`config.mk`:
```
export PLATFORM = sky130hd
export DESIGN_NAME = nerv_fetch_queue
export DESIGN_NICKNAME = d
export VERILOG_FILES = /design/src/rtl/nerv_fetch_queue.sv
export SDC_FILE = /design/constraint.sdc
export NUM_CORES = 1
export LEC_CHECK = 0
export ABC_AREA = 1
export CAP_MARGIN = 20
export CORE_MARGIN = 2
export CORE_UTILIZATION = 40
export DETAILED_ROUTE_END_ITERATION = 8
export PLACE_DENSITY = 0.68
export SETUP_SLACK_MARGIN = 0.15
export SYNTH_ARGS = -nofsm -noshare
export SYNTH_HDL_FRONTEND = slang
export SYNTH_SLANG_ARGS = --single-unit
```
`constraint.sdc`:
```
create_clock -name clock -period 4.23 [get_ports clock]
set_clock_uncertainty 0.1 [all_clocks]
set_input_delay 0.6345 -clock clock [delete_from_list [all_inputs] [get_ports clock]]
set_output_delay 0.6345 -clock clock [all_outputs]
set_load 0.005 [all_outputs]
```
`src/rtl/nerv_fetch_queue.sv`:
```
// nerv_fetch_queue: instruction-fetch front end for the nerv pipeline.
// Buffers {pc, insn} pairs from a 1-cycle-latency instruction memory in a
// DEPTH-entry queue and hands them to decode over a valid/ready port.
// A redirect from execute flushes the queue and squashes the in-flight fetch.
// Optional static BTFN prediction is enabled by defining NERV_FETCH_BTFN_EN.
//
// Output handshake: an entry transfers on a rising clock edge where
// out_valid=1 and out_ready=1. out_valid never depends on out_ready, and
// out_pc/out_insn/out_pred_taken stay stable while out_valid=1 and no
// transfer or redirect takes place.

module nerv_fetch_queue #(
   parameter logic [31:0] RESET_ADDR = 32'h0000_0000,
   parameter int          DEPTH      = 4
) (
   input  logic                       clock,
   input  logic                       reset,
   output logic                       imem_valid,
   output logic [31:0]                imem_addr,
   input  logic [31:0]                imem_data,
   input  logic                       redirect_valid,
   input  logic [31:0]                redirect_pc,
   output logic                       out_valid,
   input  logic                       out_ready,
   output logic [31:0]                out_pc,
   output logic [31:0]                out_insn,
   output logic                       out_pred_taken,
   output logic [$clog2(DEPTH+1)-1:0] count
);

   localparam int PW = $clog2(DEPTH);
   localparam int CW = $clog2(DEPTH+1);

   logic [31:0]   fetch_pc;
   logic          req_q;
   logic [31:0]   req_pc_q;
   logic          squash_q;
   logic [PW-1:0] rd_ptr;
   logic [PW-1:0] wr_ptr;
   logic [CW-1:0] count_q;

   logic [31:0]   pc_mem   [DEPTH];
   logic [31:0]   insn_mem [DEPTH];

   logic [CW:0]   credit;
   logic          issue;
   logic          push;
   logic          pop;

   // The low address bits of a redirect are discarded by the alignment.
   logic          unused_redirect_bits;
   assign unused_redirect_bits = ^redirect_pc[1:0];

   // Issue credit counts entries held plus the response still in flight;
   // a same-cycle pop is deliberately not credited.
   always_comb begin
      credit     = {1'b0, count_q} + {{CW{1'b0}}, req_q};
      issue      = !reset && (redirect_valid || (credit < (CW+1)'(DEPTH)));
      imem_valid = issue;
      imem_addr  = redirect_valid ? {redirect_pc[31:2], 2'b00} : fetch_pc;
      push       = req_q && !squash_q && !redirect_valid;
      pop        = out_valid && out_ready;
   end

`ifdef NERV_FETCH_BTFN_EN
   logic          pred_mem [DEPTH];
   logic [6:0]    opcode;
   logic          is_jal;
   logic          pred_taken;
   logic          pred_push;
   logic [31:0]   b_imm;
   logic [31:0]   j_imm;
   logic [31:0]   pred_target;

   // Predecode the returning word: backward branches and JAL are taken.
   always_comb begin
      opcode      = imem_data[6:0];
      is_jal      = (opcode == 7'b1101111);
      pred_taken  = is_jal || ((opcode == 7'b1100011) && imem_data[31]);
      pred_push   = push && pred_taken;
      b_imm       = {{20{imem_data[31]}}, imem_data[7], imem_data[30:25],
                     imem_data[11:8], 1'b0};
      j_imm       = {{12{imem_data[31]}}, imem_data[19:12], imem_data[20],
                     imem_data[30:21], 1'b0};
      pred_target = req_pc_q + (is_jal ? j_imm : b_imm);
   end
`endif

   // Fetch address sequencing and in-flight request tracking.
   always_ff @(posedge clock or posedge reset) begin
      if (reset) begin
         fetch_pc <= RESET_ADDR;
         req_q    <= 1'b0;
         req_pc_q <= RESET_ADDR;
         squash_q <= 1'b0;
      end else begin
         squash_q <= 1'b0;
         if (issue) begin
            fetch_pc <= imem_addr + 32'd4;
            req_q    <= 1'b1;
            req_pc_q <= imem_addr;
         end else begin
            req_q    <= 1'b0;
         end
`ifdef NERV_FETCH_BTFN_EN
         // A predicted-taken push steers fetch to the target and drops the
         // sequential word issued this cycle. Never coincides with a redirect.
         if (pred_push) begin
            fetch_pc <= pred_target;
            squash_q <= 1'b1;
         end
`endif
      end
   end

   // Queue pointers and occupancy; a redirect empties the queue outright.
   always_ff @(posedge clock or posedge reset) begin
      if (reset) begin
         rd_ptr  <= '0;
         wr_ptr  <= '0;
         count_q <= '0;
      end else if (redirect_valid) begin
         rd_ptr  <= wr_ptr;
         count_q <= '0;
      end else begin
         if (push) wr_ptr <= wr_ptr + PW'(1);
         if (pop)  rd_ptr <= rd_ptr + PW'(1);
         if (push && !pop)      count_q <= count_q + CW'(1);
         else if (!push && pop) count_q <= count_q - CW'(1);
      end
   end

   // Entry storage; contents are meaningful only between rd_ptr and wr_ptr.
   always_ff @(posedge clock) begin
      if (push) begin
         pc_mem[wr_ptr]   <= req_pc_q;
         insn_mem[wr_ptr] <= imem_data;
`ifdef NERV_FETCH_BTFN_EN
         pred_mem[wr_ptr] <= pred_taken;
`endif
      end
   end

   // Head-of-queue presentation.
   always_comb begin
      out_valid = (count_q != '0);
      out_pc    = pc_mem[rd_ptr];
      out_insn  = insn_mem[rd_ptr];
      count     = count_q;
`ifdef NERV_FETCH_BTFN_EN
      out_pred_taken = out_valid && pred_mem[rd_ptr];
`else
      out_pred_taken = 1'b0;
`endif
   end

endmodule

```
==> flow_metrics.env, run 1 <==
export IMPL_layout_commonest_cell="edfxtp_1"
export IMPL_placed_area_um2=15700
export IMPL_avgRoutedWirePerCell_um=16.9
export IMPL_finalSetupTns_ps=0
export IMPL_fp_row_count=67
export IMPL_drt_iter0_markers=661
export IMPL_rr_startpoint="fetch_pc[2]"
export IMPL_clock_path_buffers=3
export IMPL_fin_crit_sh_pct=80.9
export IMPL_via_per_inst=5.10
export IMPL_clock_latency_ps=510
export IMPL_drive_gt1_share_pct=9.85
export IMPL_antenna_found_initial=0
export IMPL_switching_share_pct=32.1
export IMPL_drc=0
export IMPL_die_area_um2=35500
export IMPL_p_int_mw=7.27
export IMPL_synth_top_area_share_pct=56.5
export IMPL_p_switching_mw=3.44
export IMPL_track_usage_pct=17.4
export IMPL_synth_ff_type="edfxtp_1"
export IMPL_rr_endpoint="fetch_pc[28]"
export IMPL_num_vias=9319
export IMPL_worstPathArrival_ps=2690
export IMPL_cts_resized_gates=0
export IMPL_stdcell_area_um2=16700
export IMPL_min_from="fetch_pc[2]"
export IMPL_period_minus_slack_ps=3420
export IMPL_h_tree_depth=2
export IMPL_cp_required_ps=3500
export IMPL_hold_ws_ps=383
export IMPL_slew_headroom_pct=36.7
export IMPL_peakVddDrop_mv=0.286
export IMPL_cts_sinks=326
export IMPL_clk_pin_slew_worst_paths_ps=60
export IMPL_layout_common_cells="edfxtp_1 (256), nor2_1 (198), nand2_1 (193)"
export IMPL_start_kind="flop"
export IMPL_async_flop_share_pct=21.5
export IMPL_setup_violations=0
export IMPL_r2r_slack_ps=2050
export IMPL_synth_area_leader_cell="edfxtp_1"
export IMPL_grt_overflow_total=0
export IMPL_min_to="fetch_pc[2]"
export IMPL_syn_cell_area_um2=13600
export IMPL_grt_pass1_vias=8961
export IMPL_worstSetupPathType="reg2out"
export IMPL_clock_tree_root_cell="clkbuf_16"
export IMPL_die_w_um=188
export IMPL_synth_edf_count=256
export IMPL_nNetsFinal=1433
export IMPL_clockPowerShare_pct=25.9
export IMPL_utilization_pct=49.9
export IMPL_power_density_nw_per_um2=640
export IMPL_worstHoldPathCells=2
export IMPL_rsz0062_at_grt="no"
export IMPL_yosysWarnings=0
export IMPL_cap_violations=0
export IMPL_ys_top_cells_by_area="edfxtp_1 (56%), dfrtp_1 (13%), nor2_1 (5.6%)"
export IMPL_cts_tree="done"
export IMPL_synth_cell_types=44
export IMPL_ys_ff_latch=326
export IMPL_combPwrFrac_pct=33.0
export IMPL_cp_max_fo=44
export IMPL_critPathCaptureType="output pin"
export IMPL_max_freq_ghz=0.292
export IMPL_hold_class="reg2reg"
export IMPL_die_h_um=188
export IMPL_syn_avg_cell_area_um2=11.3
export IMPL_numPortBuffers=166
export IMPL_detail_route_antenna_nets=0
export IMPL_p_seq_share_pct=41.1
export IMPL_worstRegToRegCells=10
export IMPL_leakagePower_nw=6.06
export IMPL_antenna_cells=0
export IMPL_core_um2=33500
export IMPL_drt_pass1_iterations=6
export IMPL_outcome="finished, final reports clean"
export IMPL_place_congestion=0.846
export IMPL_io_pins=170
export IMPL_grt_max_degree=73
export IMPL_maxSlewViolCount=0
export IMPL_postSynthCellCount=1202
export IMPL_n_fill_cell=2956
export IMPL_cts_made_buffers=34
export IMPL_worst_slew_pin_slew_ps=950
export IMPL_grt_pass1_wl_mm=48.6
export IMPL_dpl_hpwl_mm=19.2
export IMPL_synthesis_nets=1276
export IMPL_hold_buffers=0
export IMPL_hold_violations=0
export IMPL_areaGrowthSynthToFinish_pct=23.0
export IMPL_ys_seq_area_share_pct=69.4
export IMPL_post_cts_buffers=0
export IMPL_wirelength_mm=31.0
export IMPL_initial_core_util_pct=40.6
## cell usage after synthesis, types with 2 or more instances
master	number
inv_2	3
a21oi_1	5
o21ai_1	2
nor2_2	12
clkbuf_1	42
nand2_1	193
nand2_4	5
nand4_1	10
nor3_1	5
o21ai_2	2
nand2_2	30
buf_2	6
a211oi_1	2
nor2_4	4
inv_1	53
buf_6	6
o21a_1	4
nor2_1	202
a31oi_1	3
nand3_1	34
buf_4	2
o211ai_1	5
o22ai_1	67
edfxtp_1	256
o21ai_0	151
ha_1	5
buf_1	6
dfrtp_1	70
buf_12	2
## kinds of logic after synthesis
| family | Yosys count | synth area share [%] |
|---|---|---|
| buffers and inverters | 121 | 4.05 |
| and+or+nand+nor | 499 | 15.6 |
| DFF | 326 | 69.4 |
| AOI/OAI and AO/OA | 247 | 10.2 |
| adders and majority gates | 6 | 0.607 |
| xor gates and xnor gates | 2 | 0.129 |
| other | 1 | 0.0276 |
## worst max-delay path: stages, from the launching register on
cell	delay, ps
dfrtp_4	510
inv_4	350
buf_4	430
nor2_1	70
o22ai_1	260
clkdlybuf4s50_1	550
## power groups by stage
| stage | sequential, mW | combinational (mW) | clock (mW) |
|---|---|---|---|
| 3_5_place_dp | 4.45 | 3.59 | 0 |
| 2_1_floorplan | 4.37 | 1.85 | 0 |
| 4_1_cts | 4.40 | 3.61 | 2.86 |
| 3_3_place_gp | 4.42 | 3.53 | 0 |
| 6_report | 4.40 | 3.54 | 2.78 |
| 5_1_grt | 4.45 | 3.93 | 2.98 |
## worst max-delay path by stage
| stage | slack (ps) | to | cells past startpoint | from |
|---|---|---|---|---|
| global placement | 1320 | out_pc[5] | 5 | rd_ptr[0] |
| CTS | 730 | out_pc[5] | 5 | rd_ptr[0] |
| finish | 810 | out_pc[4] | 5 | rd_ptr[0] |
| global route | 630 | out_pc[2] | 5 | rd_ptr[0] |
| floorplan | -220 | insn_mem[0][0] | 6 | redirect_valid |
| detailed placement | 1280 | out_pc[5] | 5 | rd_ptr[0] |
## layout make-up
class,instances,area [um2],share of cell area [%]
well taps,448,561,3.35
repair buffers,185,1810,10.8
inverters,57,221,1.32
multi-input cells,755,3650,21.8
clock buffers,42,955,5.70
flip-flops and latches,326,9440,56.4
clock inverters,16,93.8,0.561
## metal layers
metal	GRT usage, %	share of wire, %
met5	0	0
met2	28.9	48
met4	4.21	1.5
met1	23.8	45
met3	3.04	5.7
## state kept, by name, indices dropped and copies added (netlist names)
| name | cells |
|---|---|
| fetch_pc | 32 |
| wr_ptr | 2 |
| insn_mem | 128 |
| req_q | 1 |
| req_pc_q | 30 |
| rd_ptr | 2 |
| pc_mem | 128 |
| count | 3 |
## per-stage QoR
step,std cells,worst slack (ps),power (mW)
6_report,1829,810,10.7
5_1_grt,1829,631,11.4
4_1_cts,1829,732,10.9
3_5_place_dp,1771,1280,8.05
3_3_place_gp,1771,1320,7.95
2_1_floorplan,1202,-216,6.21
Power figures use the tool's default switching activity.
==> run 2, diff against run 1 <==
- PLACE_DENSITY: 0.68 -> 0.66
- clock period: 4.23 -> 3.4 ns (I/O delays scaled with it)
==> run 2 against run 1 <==
- sequential power is 24% higher
- largest power group unchanged
- first-iteration DRC count is 11% lower
- global-route usage is 0.18 points higher
- critical endpoint is now out_pc[23]
- design area is 0.78% higher
- clock power is 29% higher
==> flow_metrics.env, run 2 (synthesized netlist as in run 1, its figures left out) <==
export IMPL_outcome="finished, final reports clean"
export IMPL_antenna_cells=0
export IMPL_cts_sinks=326
export IMPL_p_seq_share_pct=40.5
export IMPL_worst_slew_pin_slew_ps=935
export IMPL_finalSetupTns_ps=0
export IMPL_p_int_mw=9.19
export IMPL_peakVddDrop_mv=0.426
export IMPL_die_w_um=188
export IMPL_drt_iter0_markers=590
export IMPL_core_um2=33500
export IMPL_layout_common_cells="edfxtp_1 (256), nor2_1 (198), nand2_1 (193)"
export IMPL_combPwrFrac_pct=33.0
export IMPL_rr_startpoint="fetch_pc[2]"
export IMPL_n_fill_cell=2966
export IMPL_start_kind="flop"
export IMPL_drive_gt1_share_pct=9.88
export IMPL_clockPowerShare_pct=26.5
export IMPL_num_vias=9328
export IMPL_numPortBuffers=166
export IMPL_drt_pass1_iterations=5
export IMPL_fin_crit_sh_pct=94.2
export IMPL_die_h_um=188
export IMPL_crit_buf_inv=2
export IMPL_worstPathArrival_ps=2590
export IMPL_worstSetupPathType="reg2out"
export IMPL_slowest_delay_ps=590
export IMPL_hold_class="reg2reg"
export IMPL_cts_tree="done"
export IMPL_io_pins=170
export IMPL_crit_cells=4
export IMPL_h_tree_depth=2
export IMPL_clock_tree_root_cell="clkbuf_16"
export IMPL_worstRegToRegCells=10
export IMPL_setup_violations=0
export IMPL_hold_ws_ps=383
export IMPL_cp_slowest_cell="clkdlybuf4s50_1"
export IMPL_areaGrowthSynthToFinish_pct=23.9
export IMPL_nNetsFinal=1435
export IMPL_crit_path_cell_trace="buf_12 > o21ai_0 > o22ai_1 > clkdlybuf4s50_1"
export IMPL_drc=0
export IMPL_avgRoutedWirePerCell_um=17.0
export IMPL_pre_cts_ws_ps=642
export IMPL_worstSetupStartpoint="rd_ptr[0]"
export IMPL_path_delay_family="buffers and inverters"
export IMPL_die_area_um2=35500
export IMPL_dpl_hpwl_mm=18.7
export IMPL_wirelength_mm=31.2
export IMPL_initial_core_util_pct=40.6
export IMPL_cts_made_buffers=36
export IMPL_crit_path_end="out_pc[23]"
export IMPL_place_congestion=0.817
export IMPL_clock_path_buffers=3
export IMPL_grt_pass1_vias=9038
export IMPL_cp_max_fo=129
export IMPL_grt_max_degree=130
export IMPL_clk_pin_slew_worst_paths_ps=60
export IMPL_utilization_pct=50.3
export IMPL_power_density_nw_per_um2=801
export IMPL_detail_route_antenna_nets=0
export IMPL_grt_pass1_wl_mm=49.2
export IMPL_cap_violations=0
export IMPL_p_switching_mw=4.32
export IMPL_placed_area_um2=15800
export IMPL_grt_overflow_total=0
export IMPL_r2r_slack_ps=1190
export IMPL_track_usage_pct=17.6
export IMPL_critPathCaptureType="output pin"
export IMPL_stdcell_area_um2=16900
export IMPL_antenna_found_initial=0
export IMPL_period_minus_slack_ps=3200
export IMPL_maxSlewViolCount=0
export IMPL_leakagePower_nw=6.09
export IMPL_switching_share_pct=32.0
export IMPL_fin_cells=1834
export IMPL_setup_ws_ps=199
export IMPL_clock_latency_ps=500
export IMPL_post_cts_buffers=0
export IMPL_rr_endpoint="fetch_pc[28]"
export IMPL_post_place_cells=1771
export IMPL_rsz0062_at_grt="no"
export IMPL_max_freq_ghz=0.312
export IMPL_via_per_inst=5.09
export IMPL_cp_required_ps=2790
export IMPL_p_total_mw=13.5
export IMPL_fp_row_count=67
export IMPL_hold_violations=0
export IMPL_slew_headroom_pct=37.7
export IMPL_reg_top3="insn_mem x128, pc_mem x128, fetch_pc x32"
export IMPL_layout_commonest_cell="edfxtp_1"
==> run 2: timing repair <==
item,4_1_cts,5_1_grt
gates resized for setup,2,1
hold buffers,0,0
endpoints found under the setup margin,4,5
==> run 2: tightest hold or removal path, cell delays in order (launching register included) <==
cell     delay, ps
dfrtp_1        340
nand2_1         50
nand2_1         50
==> run 2: power groups by stage <==
stage          clock network, mW  registers (mW)  logic, mW
2_1_floorplan                  0            5.43       2.30
3_3_place_gp                   0            5.50       4.45
3_5_place_dp                   0            5.53       4.52
4_1_cts                     3.68            5.46       4.54
5_1_grt                     3.85            5.54       4.93
6_report                    3.59            5.47       4.46
==> run 2: worst min path at each step <==
| stage | to | from | depth (start not counted) | slack [ps] |
|---|---|---|---|---|
| 6_report | fetch_pc[29] | fetch_pc[29] | 2 | 380 |
| 5_1_grt | fetch_pc[2] | fetch_pc[2] | 2 | 410 |
| 4_1_cts | fetch_pc[29] | fetch_pc[29] | 2 | 390 |
| 3_5_place_dp | fetch_pc[29] | fetch_pc[29] | 2 | 370 |
| 3_3_place_gp | fetch_pc[3] | fetch_pc[3] | 2 | 370 |
| 2_1_floorplan | fetch_pc[3] | fetch_pc[3] | 2 | 350 |
==> run 2: final cells by class <==
class                      instances  area [um2]  area share [%]
sequential                       326        9440            56.0
multi-input combinational        755        3650            21.6
timing repair buffer             185        1890            11.2
clock buffer                      46         970            5.75
tap                              448         561            3.32
inverter                          57         230            1.37
clock inverter                    17         121           0.720
==> run 2: metal layers <==
layer  GRT usage, %  vias to the layer above  part of all wire (%)
met5              0                        -                     0
met4           5.80                        0                   2.5
met3           3.56                       52                   6.0
met2           28.2                      286                    46
met1           24.0                     4464                    45
li1               -                     4526                     -
